## src/rtl/barcode_entry_register.sv

```systemverilog
// Barcode entry register: the responder side of the sale-terminal digit entry path.
// It holds up to four digits in a shift register and reports completion.
// Illegal writes and writes beyond the fourth digit are refused with a reject pulse.
// A partial entry that sits idle for too long is cleared automatically.
module barcode_entry_register #(
    parameter int DIGIT_MAX      = 4,
    parameter int TIMEOUT_CYCLES = 250_000_000,
    parameter bit TIMEOUT_EN     = 1'b1
) (
    input  logic       CLOCK_50,
    input  logic       RESET,
    input  logic       Barcode_Enable,
    input  logic       RSTN_BarcodeController_Pulse,
    input  logic [3:0] Barcode_Digit_in,
    output logic       BarcodeDigitCompleted,
    output logic [2:0] NumOfBarcodeDigitsEntered,
    output logic [3:0] Barcode_DigitOut_0,
    output logic [3:0] Barcode_DigitOut_1,
    output logic [3:0] Barcode_DigitOut_2,
    output logic [3:0] Barcode_DigitOut_3,
    output logic       Digit_Rejected,
    output logic       Entry_Timeout
);

    localparam int         CW        = $clog2(TIMEOUT_CYCLES) + 1;
    localparam logic [3:0] DMAX      = 4'(DIGIT_MAX);
    localparam logic [CW-1:0] TMO_LAST = CW'(TIMEOUT_CYCLES - 1);
    localparam logic [CW-1:0] TMO_SAT  = '1;

    typedef enum logic [1:0] {
        EMPTY   = 2'd0,
        PARTIAL = 2'd1,
        FULL    = 2'd2
    } state_t;

    state_t          state_q, state_d;
    logic [2:0]      count_q, count_d;
    logic [3:0]      d0_q, d0_d, d1_q, d1_d, d2_q, d2_d, d3_q, d3_d;
    logic            done_q, done_d;
    logic            rej_q, rej_d;
    logic            tmo_q, tmo_d;
    logic [CW-1:0]   tcnt_q, tcnt_d;

    logic clear, legal, expire, accept;

    // Next-state: clear beats timeout, and timeout beats any write on the same cycle.
    always_comb begin
        state_d = state_q;
        count_d = count_q;
        d0_d    = d0_q;
        d1_d    = d1_q;
        d2_d    = d2_q;
        d3_d    = d3_q;
        rej_d   = 1'b0;
        tmo_d   = 1'b0;
        tcnt_d  = tcnt_q;

        clear  = !RSTN_BarcodeController_Pulse;
        legal  = (Barcode_Digit_in != 4'd0) && (Barcode_Digit_in <= DMAX);
        expire = TIMEOUT_EN && (state_q == PARTIAL) && (tcnt_q == TMO_LAST);
        accept = Barcode_Enable && legal && (state_q != FULL);

        if (clear || expire) begin
            state_d = EMPTY;
            count_d = 3'd0;
            d0_d    = 4'd0;
            d1_d    = 4'd0;
            d2_d    = 4'd0;
            d3_d    = 4'd0;
            tcnt_d  = '0;
            tmo_d   = !clear;
        end else if (accept) begin
            d3_d    = d2_q;
            d2_d    = d1_q;
            d1_d    = d0_q;
            d0_d    = Barcode_Digit_in;
            count_d = count_q + 3'd1;
            state_d = (count_q == 3'd3) ? FULL : PARTIAL;
            tcnt_d  = '0;
        end else begin
            // Refused writes leave the idle window running.
            rej_d = Barcode_Enable;
            if (TIMEOUT_EN && state_q == PARTIAL) begin
                if (tcnt_q != TMO_SAT)
                    tcnt_d = tcnt_q + 1'b1;
            end else begin
                tcnt_d = '0;
            end
        end

        done_d = (count_d == 3'd4);
    end

    // State and registered outputs, cleared asynchronously on RESET.
    always_ff @(posedge CLOCK_50 or posedge RESET) begin
        if (RESET) begin
            state_q <= EMPTY;
            count_q <= 3'd0;
            d0_q    <= 4'd0;
            d1_q    <= 4'd0;
            d2_q    <= 4'd0;
            d3_q    <= 4'd0;
            done_q  <= 1'b0;
            rej_q   <= 1'b0;
            tmo_q   <= 1'b0;
            tcnt_q  <= '0;
        end else begin
            state_q <= state_d;
            count_q <= count_d;
            d0_q    <= d0_d;
            d1_q    <= d1_d;
            d2_q    <= d2_d;
            d3_q    <= d3_d;
            done_q  <= done_d;
            rej_q   <= rej_d;
            tmo_q   <= tmo_d;
            tcnt_q  <= tcnt_d;
        end
    end

    assign BarcodeDigitCompleted     = done_q;
    assign NumOfBarcodeDigitsEntered = count_q;
    assign Barcode_DigitOut_0        = d0_q;
    assign Barcode_DigitOut_1        = d1_q;
    assign Barcode_DigitOut_2        = d2_q;
    assign Barcode_DigitOut_3        = d3_q;
    assign Digit_Rejected            = rej_q;
    assign Entry_Timeout             = tmo_q;

endmodule

```

## config.mk

```make
export PLATFORM = sky130hd
export DESIGN_NAME = barcode_entry_register
export DESIGN_NICKNAME = d
export VERILOG_FILES = /design/src/rtl/barcode_entry_register.sv
export SDC_FILE = /design/constraint.sdc
export NUM_CORES = 1
export LEC_CHECK = 0
export BUFFER_PORTS_ARGS = -buffer_cell sky130_fd_sc_hd__clkbuf_2
export CAP_MARGIN = 40
export CORE_ASPECT_RATIO = 0.75
export CORE_UTILIZATION = 30
export CTS_CLUSTER_DIAMETER = 80
export DETAILED_ROUTE_END_ITERATION = 8
export HOLD_SLACK_MARGIN = 0.05
export PLACE_DENSITY_LB_ADDON = 0.05
export SLEW_MARGIN = 20
export SYNTH_ARGS = -nofsm -noshare
export SYNTH_HDL_FRONTEND = slang
export SYNTH_SLANG_ARGS = --single-unit
```

## constraint.sdc

```tcl
create_clock -name CLOCK_50 -period 5.08 [get_ports CLOCK_50]
set_input_delay 0.508 -clock CLOCK_50 [delete_from_list [all_inputs] [get_ports CLOCK_50]]
set_output_delay 0.508 -clock CLOCK_50 [all_outputs]
set_load 0.03 [all_outputs]
```

# --- After elaboration in Yosys (flattened, before gate mapping) ---
# Index checks and enable logic that the tools add are counted.
classes:
  n_eq_ne: 7
  n_reduce_logical: 8
  n_addsub: 2
  magnitude_cmp: 1
  n_mux: 20
op_table:
  columns: ["cell", "n"]
  rows:
  - ["$mux W29", 4]
  - ["$mux W4", 8]
  - ["$add A29 B1 Y29 const B", 1]
  - ["$eq A29 B28 Y1 const B", 1]
  - ["$ne A29 B29 Y1 const B", 1]
  - ["$mux W2", 3]
  - ["$mux W3", 2]
  - ["$le A4 B3 Y1 const B", 1]
  - ["$logic_and A1 B1 Y1", 4]
  - ["$ne A4 B3 Y1 const B", 1]
  - ["$reduce_bool A4 Y1", 1]
  - ["$add A3 B1 Y3 const B", 1]
  - ["$eq A3 B2 Y1 const B", 1]
  - ["$eq A3 B3 Y1 const B", 1]
  - ["$mux W1", 3]
  - ["$eq A2 B1 Y1 const B", 1]
  - ["$ne A2 B2 Y1 const B", 1]
  - ["$reduce_bool A2 Y1", 1]
  - ["$logic_not A1 Y1", 1]
  - ["$logic_or A1 B1 Y1", 1]
word_totals:
  input_bits: 8
  out_inout_bits: 22
  ff_bits: 53
  word_cells: 48

# --- Depth between registers and ports, before layout ---
# Gate-level depths: netlist of the first run.
depth:
  depth_word: 7
  depth_mapped: 8
  depth_no_buf: 6

# --- Worst setup path after synthesis of the first run ---
# Ideal clock, no wire load.
synth_timing:
  kind: "reg2reg"
  start: "register tcnt_q[0]"
  end: "register tcnt_q[13]"
  path_slack_ns: 3.199
  stages_incl_launch_ff: 8
  t_arrival_ns: 1.759
  synth_period_minus_slack_ns: 1.881
  path_buffers: 1
  t_required_ns: 4.958
  path_cell_list: "dfrtp_1 -> ha_1 -> and3_1 -> nand3_1 -> o31ai_2 -> nand2b_1 -> buf_2 -> nor2_1"
synth_via:
  elab_chain_cells: 5
  word_cells_on_any_way: 10
  cone_classes: "1 x add/sub; 3 x eq/ne; 4 x mux; 2 x reduce/logical"
synth_rtl:
  columns: ["element", "line_no", "source"]
  rows:
  - ["from (decl)", "42", "logic [CW-1:0] tcnt_q, tcnt_d;"]
  - ["from (signal assigned)", "117", "tcnt_q <= tcnt_d;"]
  - ["$add A29 B1 Y29", "85", "tcnt_d = tcnt_q + 1'b1;"]
  - ["$mux W29", "84", "if (tcnt_q != TMO_SAT)"]
  - ["$mux W29", "83", "if (TIMEOUT_EN && state_q == PARTIAL) begin"]
  - ["$mux W29", "72", "end else if (accept) begin"]
  - ["$mux W29", "63", "if (clear || expire) begin"]
# Several ways; a longest one is shown, not always the timed one. The select of a mux whose other input is x is not followed.
# A chain may end at the register's enable or synchronous reset.

# --- Final worst setup path of the first run ---
layout_timing:
  start: "register tcnt_q[0]"
  end: "register tcnt_q[28]"
# Same word-level chain as after synthesis.

==> results_dict.tcl, run 1 <==
set metrics [dict create \
    netlist_top_cells_count "53 x dfrtp_1, 45 x nor2_1, 33 x a21oi_1" \
    crit_slowest_cell "dfrtp_1" \
    synth_edf_count 0 \
    ff_latch_area_sq_um 1326 \
    cts_resized 0 \
    min_path_type "input pin to async pin" \
    crit_path_end "tcnt_q[28]" \
    syn_area_sq_um 2878 \
    first_pass_iters 5 \
    fin_area_sq_um 3316 \
    fin_crit_ns 2.515 \
    n_antenna_cell 0 \
    core_area_sq_um 9196 \
    path_max_fanout 31 \
    setup_viol_count_final 0 \
    dpl-instance-area_sq_um 3139 \
    routedWlPerCell_microns 14.98 \
    vias_per_cell 5.087 \
    routed_wl_microns 6863 \
    synth_fp_nets 316 \
    cp-startpoint "tcnt_q[0]" \
    cp_common_cell "buf_4" \
    rsz0062_at_grt "false" \
    grt_max_degree 54 \
    route.detailed.drc 0 \
    antenna_found_initial 0 \
    io_buffers 29 \
    required_ns 5.24 \
    slew_headroom_pct 49.44 \
    slew_viol_final 0 \
    setup_tns_ns 0 \
    area_delta_synth_final_pct 15.22 \
    stdcell_count 458 \
    synth.avg_cell_area_sq_um 9.435 \
    cts_setup_buffers 0 \
    synthMostInstantiatedCell "dfrtp_1" \
    clkTransAtPathRegs_ns 0.07 \
    die-area_sq_um 9993 \
    max_slew.worst_pin.slew_ns 0.7528 \
    cp_num_buf_inv 2 \
    overflow 0 \
    place_congestion 0.7944 \
    drtAntennaViolNets 0 \
    ys_seq_area_share_pct 46.09 \
    timing.rr.start "tcnt_q[0]" \
    r2r_cells 8 \
    max_freq_ghz 0.3976 \
    grt_use_total_pct 15.41 \
    die_h_microns 86.82 \
    synth_top_cell_by_area "dfrtp_1" \
    status "complete, no violations" \
    n_fill_cell 976 \
    arrival_ns 2.67 \
    yosys_warnings 0 \
    grt_pass1_vias 2201 \
    finalHoldViolCount 0 \
    preCtsSetupSlack_ns 2.567 \
    nNetsFinal 340 \
    p_per_area_nw_per_um2 264.7 \
    via_count 2330 \
    hpwlAfterDp_microns 4665 \
    p_leak_nw 1.507 \
    worst_r2r_endpoint "tcnt_q[28]" \
    vdd_drop_max_uv 122.1 \
    die_x_microns 115.1 \
    std_cell_rows 30 \
    post-place-cells 450 \
    layout_worst_path_cycle_share_pct 49.51 \
    critPathTopFamily "simple AND/OR/NAND/NOR gates" \
    synth_cell_types 46 \
    first_iter_violations 146 \
    critPathMaxStageDelay_ns 0.45 \
    startpoint_type "register" \
    htreeDepth 2 \
    critical_path_depth 8 \
    async_flop_share_pct 100.0 \
    synth_area_leaders "dfrtp_1 46%, mux2i_1 5.9%, nor2_1 5.9%" \
    cts_tree "done" \
    clock_latency_ns 0.29 \
    fin_skew_ns 0.005229 \
    drive_above_1_share_pct 17.88 \
    synth-seq-cells 53 \
    grt_pass1_wl_microns 11920 \
    cts_sinks 53 \
    syn_inst 305 \
    cts_inserted_buffers 5 \
    maxCapViolCount 0 \
    setup_ws_ns 2.565 \
    clk_path_buf_depth 2 \
    synth_top_area_share_pct 46.09 \
    multiInputGateArea_sq_um 1420 \
    setup.worst_path.class "register to register" \
    pin_count 30 \
    ff2ff_setup_slack_ns 2.56 \
    root_buffer "clkbuf_16" \
    synthFlopType "dfrtp_1" \
    cts_hold_buf 0 \
    start_util_pct 31.29 \
    critical_path.cell_chain "ha_1, and3_1, nand3_1, o31ai_2, buf_4, nand2b_1, buf_4, nor2_1" \
    end_kind "register" \
]
==> logic make-up (layout without fill, tap and decap cells) <==
kind of cell | after synthesis | count (layout) | synth area share (%)
mux | 17 | 17 | 5.913
xor+xnor | 12 | 12 | 3.652
buf+inv | 30 | 55 | 4.783
simple gates | 130 | 130 | 26.26
flops | 53 | 53 | 46.09
compound gates | 60 | 60 | 12.00
fa+ha+maj | 3 | 3 | 1.304
==> stage by stage <==
step / total power, mW / utilization (%) / hold slack [ns]
after CTS: 0.8979 / 36.05 / 0.4200
after global routing: 0.9200 / 36.05 / 0.4425
after global placement: 0.4899 / 34.08 / 0.5085
after floorplan: 0.4716 / - / 0.5213
final: 0.8776 / 36.05 / 0.3858
after detailed placement: 0.4898 / 34.14 / 0.5153
==> placed cells by master (no fill, tap or decap), types with 4 or more instances in the layout <==
master and count:
nor4_1 11, xor2_1 4, nand4_1 14, clkbuf_16 5, nand3_1 8, a21oi_1 33, a31oi_1 7, nor2_1 45
buf_4 5, inv_1 11, clkbuf_2 29, mux2i_1 17, nand2_1 15, xnor2_1 8, nor3_1 6, dfrtp_1 53
o21ai_0 8
==> cell type report <==
cell class,instances,share of cell area (%)
clock buffers,6,4.189
clock inverters,2,1.132
inverters,12,1.358
multi-input cells,222,42.83
flip-flops and latches,53,40.00
well taps,128,4.830
repair buffers,35,5.660
==> routing by layer <==
layer  vias to the layer above  global-route usage (%)  routed length, microns
met5                         -                       0                       0
met1                      1143                   24.42                    3685
met2                        36                   21.03                    2862
met3                         4                   2.937                     272
li1                       1147                       -                       -
met4                         0                   3.660                      43
==> worst min-delay path by stage <==
| stage | from | end | slack [ns] |
|---|---|---|---|
| final | RESET | Barcode_DigitOut_1[3] | 0.39 |
| after CTS | RESET | Barcode_DigitOut_1[3] | 0.42 |
| after global placement | Barcode_DigitOut_3[0] | Barcode_DigitOut_3[0] | 0.51 |
| after floorplan | state_q[1] | state_q[1] | 0.52 |
| after global routing | Barcode_Enable | Digit_Rejected | 0.44 |
| after detailed placement | Barcode_DigitOut_3[2] | Barcode_DigitOut_3[2] | 0.52 |
==> power by group <==
part | total, mW | internal, mW | leakage, nW | switching, mW
Combinational | 0.0518 | 0.0140 | 0.686 | 0.0378
Sequential | 0.428 | 0.425 | 0.738 | 0.00320
Clock | 0.398 | 0.246 | 0.0831 | 0.152
Total | 0.878 | 0.685 | 1.51 | 0.193
==> registers in the layout, summed over array words and instances (netlist names) <==
signal,cells
BarcodeDigitCompleted,1
Barcode_DigitOut_0,4
Barcode_DigitOut_1,4
Barcode_DigitOut_2,4
Barcode_DigitOut_3,4
Digit_Rejected,1
Entry_Timeout,1
NumOfBarcodeDigitsEntered,3
state_q,2
tcnt_q,29
==> worst reg2reg max path: cells and delay by family, from the launching register on <==
family	cells	cell delay, ns
adders and majority gates	1	0.26
buffers and inverters	2	0.63
DFF	1	0.45
and+or+nand+nor	4	0.78
AOI/OAI and AO/OA	1	0.27
Power figures use the tool's default switching activity.
==> run 2: changes to the inputs <==
--- a/config.mk
+++ b/config.mk
@@ -5,6 +5,7 @@
 export SDC_FILE = /design/constraint.sdc
 export NUM_CORES = 1
 export LEC_CHECK = 0
+export ABC_AREA = 1
 export BUFFER_PORTS_ARGS = -buffer_cell sky130_fd_sc_hd__clkbuf_2
 export CAP_MARGIN = 40
 export CORE_ASPECT_RATIO = 0.75
==> constraint.sdc (replaced) <==
create_clock -name CLOCK_50 -period 2.2 [get_ports CLOCK_50]
set_input_delay 0.22 -clock CLOCK_50 [delete_from_list [all_inputs] [get_ports CLOCK_50]]
set_output_delay 0.22 -clock CLOCK_50 [all_outputs]
set_load 0.03 [all_outputs]
==> run 2 against run 1 <==
Net effect:
- critical endpoint is now tcnt_q[10]
- via count grew 20%
- sequential share of layout area decreased by 3.7 points
- largest power group unchanged
- cell area is 10% higher
- utilization rose by 0.90 points
- count of clock-buffer cells in the layout unchanged
- setup slack got worse by 2.2 ns
==> results_dict.tcl, run 2 <==
set metrics [dict create \
    via_count 2787 \
    vdd_drop_max_uv 228.6 \
    nNetsFinal 496 \
    cts_tree "done" \
    cellInternalPower_mw 1.556 \
    startpoint_type "register" \
    grt_use_total_pct 17.01 \
    drive_above_1_share_pct 16.26 \
    die-area_sq_um 10810 \
    first_pass_iters 4 \
    arrival_ns 2.08 \
    largest-register "tcnt_q" \
    routedWlPerCell_microns 13.89 \
    synth_edf_count 0 \
    finalHoldViolCount 0 \
    async_flop_share_pct 100.0 \
    fin_crit_ns 1.870 \
    syn_area_sq_um 3119 \
    synth_area_leaders "dfrtp_1 43%, nand2_1 19%, nor2_1 7.9%" \
    drtAntennaViolNets 0 \
    required_ns 2.41 \
    dpl-instance-area_sq_um 3477 \
    p_leak_nw 1.818 \
    grt_pass1_wl_microns 14300 \
    setup_viol_count_final 0 \
    pin_count 30 \
    maxCapViolCount 0 \
    std_cell_rows 31 \
    fin_skew_ns 0.006771 \
    swShare_pct 22.82 \
    setup_tns_ns 0 \
    die_h_microns 90.31 \
    largest_register_ff_count 29 \
    cts_hold_buf 1 \
    synth_fp_nets 456 \
    routed_wl_microns 8586 \
    layout_worst_path_cycle_share_pct 85.00 \
    synth_top_area_share_pct 42.52 \
    grt_max_degree 26 \
    final_cell_mix "159 x nand2_1, 66 x nor2_1, 53 x dfrtp_1" \
    slew_headroom_pct 77.19 \
    die_x_microns 119.7 \
    min_path_type "input pin to register" \
    area_delta_synth_final_pct 17.17 \
    fin_area_sq_um 3655 \
    place_congestion 0.7983 \
    n_antenna_cell 0 \
    path_max_fanout 12 \
    synth.avg_cell_area_sq_um 7.010 \
    share_seq_of_total_power_pct 48.9 \
    clk_path_buf_depth 2 \
    hpwlAfterDp_microns 6706 \
    clock_latency_ns 0.29 \
    cts_sinks 53 \
    yosys_warnings 0 \
    cts_setup_buffers 0 \
    cts_resized 0 \
    vias_per_cell 4.510 \
    synth_cell_types 31 \
    grt_pass1_vias 2672 \
    io_buffers 29 \
    max_freq_ghz 0.5347 \
    first_iter_violations 204 \
    root_buffer "clkbuf_16" \
    slew_viol_final 0 \
    cts_inserted_buffers 5 \
    max_slew.worst_pin.slew_ns 0.3396 \
    synth_top_cell_by_area "dfrtp_1" \
    pwr-share-clk_pct 44.7 \
    netlist_top_cells_count "159 x nand2_1, 66 x nor2_1, 53 x dfrtp_1" \
    status "complete, no violations" \
    setup.worst_path.class "register to register" \
    synth-seq-cells 53 \
    stdcell_count 618 \
    synthFlopType "dfrtp_1" \
    combPwrFrac_pct 6.4 \
    synthMostInstantiatedCell "nand2_1" \
    setup_ws_ns 0.3300 \
    antenna_found_initial 0 \
    core_area_sq_um 9891 \
    rsz0062_at_grt "false" \
    start_util_pct 31.54 \
    post-place-cells 609 \
    ys_seq_area_share_pct 42.52 \
    syn_inst 445 \
    route.detailed.drc 0 \
    clkTransAtPathRegs_ns 0.07 \
    p_switching_mw 0.4599 \
    overflow 0 \
    final_common_cell "nand2_1" \
    end_kind "register" \
    power_mw 2.015 \
    preCtsSetupSlack_ns 0.3254 \
    p_per_area_nw_per_um2 551.4 \
    htreeDepth 2 \
]
==> run 2: changes by cell type in the layout (fill, tap and decap cells not counted), moves of 12 or more <==
cell and change:
nor2_1 +21, mux2i_1 -17, nand3_1 +22, inv_1 +28, nand2_1 +144, nand4_1 -12
==> run 2: cells by family after synthesis <==
family | share of synthesized area (%)
AND/OR/NAND/NOR | 38.51
AO/OA/AOI/OAI | 7.220
adder cells (fa/ha/maj) | 1.203
buffers and inverters | 8.022
flip-flops | 42.52
XOR/XNOR | 2.527
==> run 2: final timing paths <==
check / from / slack [ns] / cells after the start / to
setup reg to reg: tcnt_q[0] / 0.33 / 8 / tcnt_q[10]
min in group asynchronous: RESET / 0.36 / 3 / tcnt_q[11]
setup / recovery: tcnt_q[0] / 0.33 / 8 / tcnt_q[10]
hold / removal: RSTN_BarcodeController_Pulse / 0.15 / 3 / Entry_Timeout
max in group asynchronous: RESET / 1.25 / 4 / tcnt_q[8]
hold reg to reg: tcnt_q[1] / 0.53 / 2 / tcnt_q[1]
==> run 2: critical path, cell delays in order, from the launching register on <==
cell     delay [ns]
dfrtp_1        0.39
ha_1           0.25
nand2_2        0.11
nor2_4         0.13
nand2_4        0.09
nor2_8         0.16
nand4_4        0.22
buf_4          0.28
a21oi_1        0.16
==> run 2: final cells by class <==
class / count / area, sq um
Sequential cell: 53 / 1326
Clock buffer: 6 / 128.9
Tap cell: 132 / 165.2
Multi-Input combinational cell: 334 / 1543
Fill cell: 1091 / 6236
Clock inverter: 2 / 38.79
Inverter: 46 / 172.7
Timing Repair Buffer: 45 / 280.3
==> run 2: power groups by stage <==
| stage | combinational, mW | clock [mW] | sequential [mW] |
|---|---|---|---|
| final | 0.129 | 0.901 | 0.986 |
| after floorplan | 0.0690 | 0 | 1.01 |
| after global placement | 0.133 | 0 | 1.00 |
| after CTS | 0.134 | 0.939 | 0.985 |
| after detailed placement | 0.132 | 0 | 1.01 |
| after global routing | 0.145 | 0.983 | 0.987 |
==> run 2: stage by stage <==
stage / hold WS (ns) / utilization (%)
after detailed placement: 0.1307 / 35.15
after floorplan: 0.3262 / -
after global routing: 0.1623 / 36.95
after CTS: 0.1411 / 36.95
after global placement: 0.1271 / 35.15
final: 0.1524 / 36.95
==> run 2: layer usage <==
metal	part of all wire [%]	track usage (%)	wire, microns	up-vias
met3	3.8	3.409	330	2
met2	40	22.88	3435	31
li1	-	-	-	1460
met4	0.22	1.563	19	0
met1	56	28.02	4801	1294
met5	0	0	0	-
==> run 3: changes to the inputs <==
--- a/config.mk
+++ b/config.mk
@@ -6,10 +6,12 @@
 export NUM_CORES = 1
 export LEC_CHECK = 0
 export ABC_AREA = 1
+export ABC_CLOCK_PERIOD_IN_PS = 2200
 export BUFFER_PORTS_ARGS = -buffer_cell sky130_fd_sc_hd__clkbuf_2
 export CAP_MARGIN = 40
 export CORE_ASPECT_RATIO = 0.75
 export CORE_UTILIZATION = 30
+export CTS_BUF_LIST = sky130_fd_sc_hd__clkbuf_4
 export CTS_CLUSTER_DIAMETER = 80
 export DETAILED_ROUTE_END_ITERATION = 8
 export HOLD_SLACK_MARGIN = 0.05
==> run 3 against run 2 <==
Net effect:
- cell area is 0.92% lower
- global-route usage grew 0.23 points
- first-iteration DRC count is 11% lower
- critical path type unchanged
- critical endpoint is now tcnt_q[22]
- largest power group unchanged
==> results_dict.tcl, run 3 (synthesis results as in run 2) <==
set metrics [dict create \
    grt_use_total_pct 17.24 \
    setup_tns_ns 0 \
    wl_met2_microns 3411 \
    hpwlAfterDp_microns 6706 \
    setup_ws_ns 0.3243 \
    die_h_microns 90.31 \
    nNetsFinal 501 \
    first_iter_violations 182 \
    clock_latency_ns 0.40 \
    routed_wl_microns 8671 \
    clk_path_buf_depth 2 \
    p_per_area_nw_per_um2 473.0 \
    fin_area_sq_um 3621 \
    antenna_found_initial 0 \
    pin_count 30 \
    dr_wl_met3_microns 361 \
    max_slew.worst_pin.slew_ns 0.3396 \
    area_delta_synth_final_pct 16.08 \
    dpl-instance-area_sq_um 3477 \
    die-area_sq_um 10810 \
    cts_inserted_buffers 5 \
    slew_headroom_pct 77.19 \
    maxCapViolCount 0 \
    vias_per_cell 4.491 \
    min_path_type "input pin to async pin" \
    path_max_fanout 12 \
    max_freq_ghz 0.5331 \
    required_ns 2.52 \
    drive_above_1_share_pct 16.29 \
    cts_hold_buf 6 \
    core_area_sq_um 9891 \
    place_congestion 0.7983 \
    n_antenna_cell 0 \
    grt_pass1_vias 2681 \
    root_buffer "clkbuf_4" \
    cts_sinks 53 \
    fin_crit_ns 1.876 \
    grt_max_degree 26 \
    layout_worst_path_cycle_share_pct 85.26 \
    end_kind "register" \
    met1_length_microns 4839 \
    via_count 2798 \
    overflow 0 \
    grt_pass1_wl_microns 14330 \
    top_layer "met4" \
    fin_skew_ns 0.01447 \
    rsz0062_at_grt "false" \
    start_util_pct 31.54 \
    cts_setup_buffers 0 \
    setup_viol_count_final 0 \
    arrival_ns 2.20 \
    route.detailed.drc 0 \
    final_common_cell "nand2_1" \
    setup.worst_path.class "register to register" \
    first_pass_iters 4 \
    power_mw 1.713 \
    cts_tree "done" \
    final_cell_mix "159 x nand2_1, 66 x nor2_1, 53 x dfrtp_1" \
    die_x_microns 119.7 \
    routedWlPerCell_microns 13.92 \
    slew_viol_final 0 \
    io_buffers 29 \
    std_cell_rows 31 \
    preCtsSetupSlack_ns 0.3254 \
    clkTransAtPathRegs_ns 0.16 \
    vdd_drop_max_uv 233.2 \
    p_leak_nw 1.804 \
    finalHoldViolCount 0 \
    n_fill_cell 1099 \
    startpoint_type "register" \
    drtAntennaViolNets 0 \
    largest_register_ff_count 29 \
    status "complete, no violations" \
    cts_resized 0 \
    largest-register "tcnt_q" \
    htreeDepth 2 \
]
[run 3: final cells by class]
type	count	area [sq um]	share of cell area (%)
Clock buffer	6	45.04	1.244
Clock inverter	2	38.79	1.071
Inverter	46	172.7	4.769
Multi-Input combinational cell	334	1543	42.61
Sequential cell	53	1326	36.63
Tap cell	132	165.2	4.561
Timing Repair Buffer	50	330.3	9.122
[run 3: final timing paths]
kind,startpoint,to,slack [ns],depth (start not counted)
max in group asynchronous,RESET,tcnt_q[8],1.37,4
max reg2reg,tcnt_q[0],tcnt_q[22],0.32,8
min reg2reg,tcnt_q[1],tcnt_q[1],0.54,2
min,RESET,tcnt_q[15],0.23,3
min in group CLOCK_50,Barcode_Digit_in[3],Barcode_DigitOut_2[0],0.49,6
max,tcnt_q[0],tcnt_q[22],0.32,8
[run 3: critical path, cell delays in order (launching register included)]
cell	delay (ns)
dfrtp_1	0.42
ha_1	0.24
nand2_2	0.11
nor2_4	0.14
nand2_4	0.09
nor2_8	0.16
nand4_4	0.21
buf_4	0.27
a21oi_1	0.16
[run 3: metrics by stage]
step	utilization, %	std cells	hold slack [ns]
5_1_grt	36.61	623	0.2337
2_1_floorplan	-	445	0.3262
4_1_cts	36.61	623	0.2115
3_5_place_dp	35.15	609	0.1307
6_report	36.61	623	0.2328
3_3_place_gp	35.15	609	0.1271
[run 3: power breakdown]
part / leakage, nW / internal [mW] / switching [mW]
clock: 0.0459 / 0.255 / 0.334
combinational: 1.02 / 0.0407 / 0.0960
sequential: 0.738 / 0.981 / 0.00534
total: 1.80 / 1.28 / 0.436
[run 3: per-layer routing]
layer / GRT usage [%] / vias up
met3: 3.030 / 4
met2: 22.93 / 34
met4: 4.063 / 0
met1: 27.94 / 1293
li1: - / 1467
met5: 0 / -
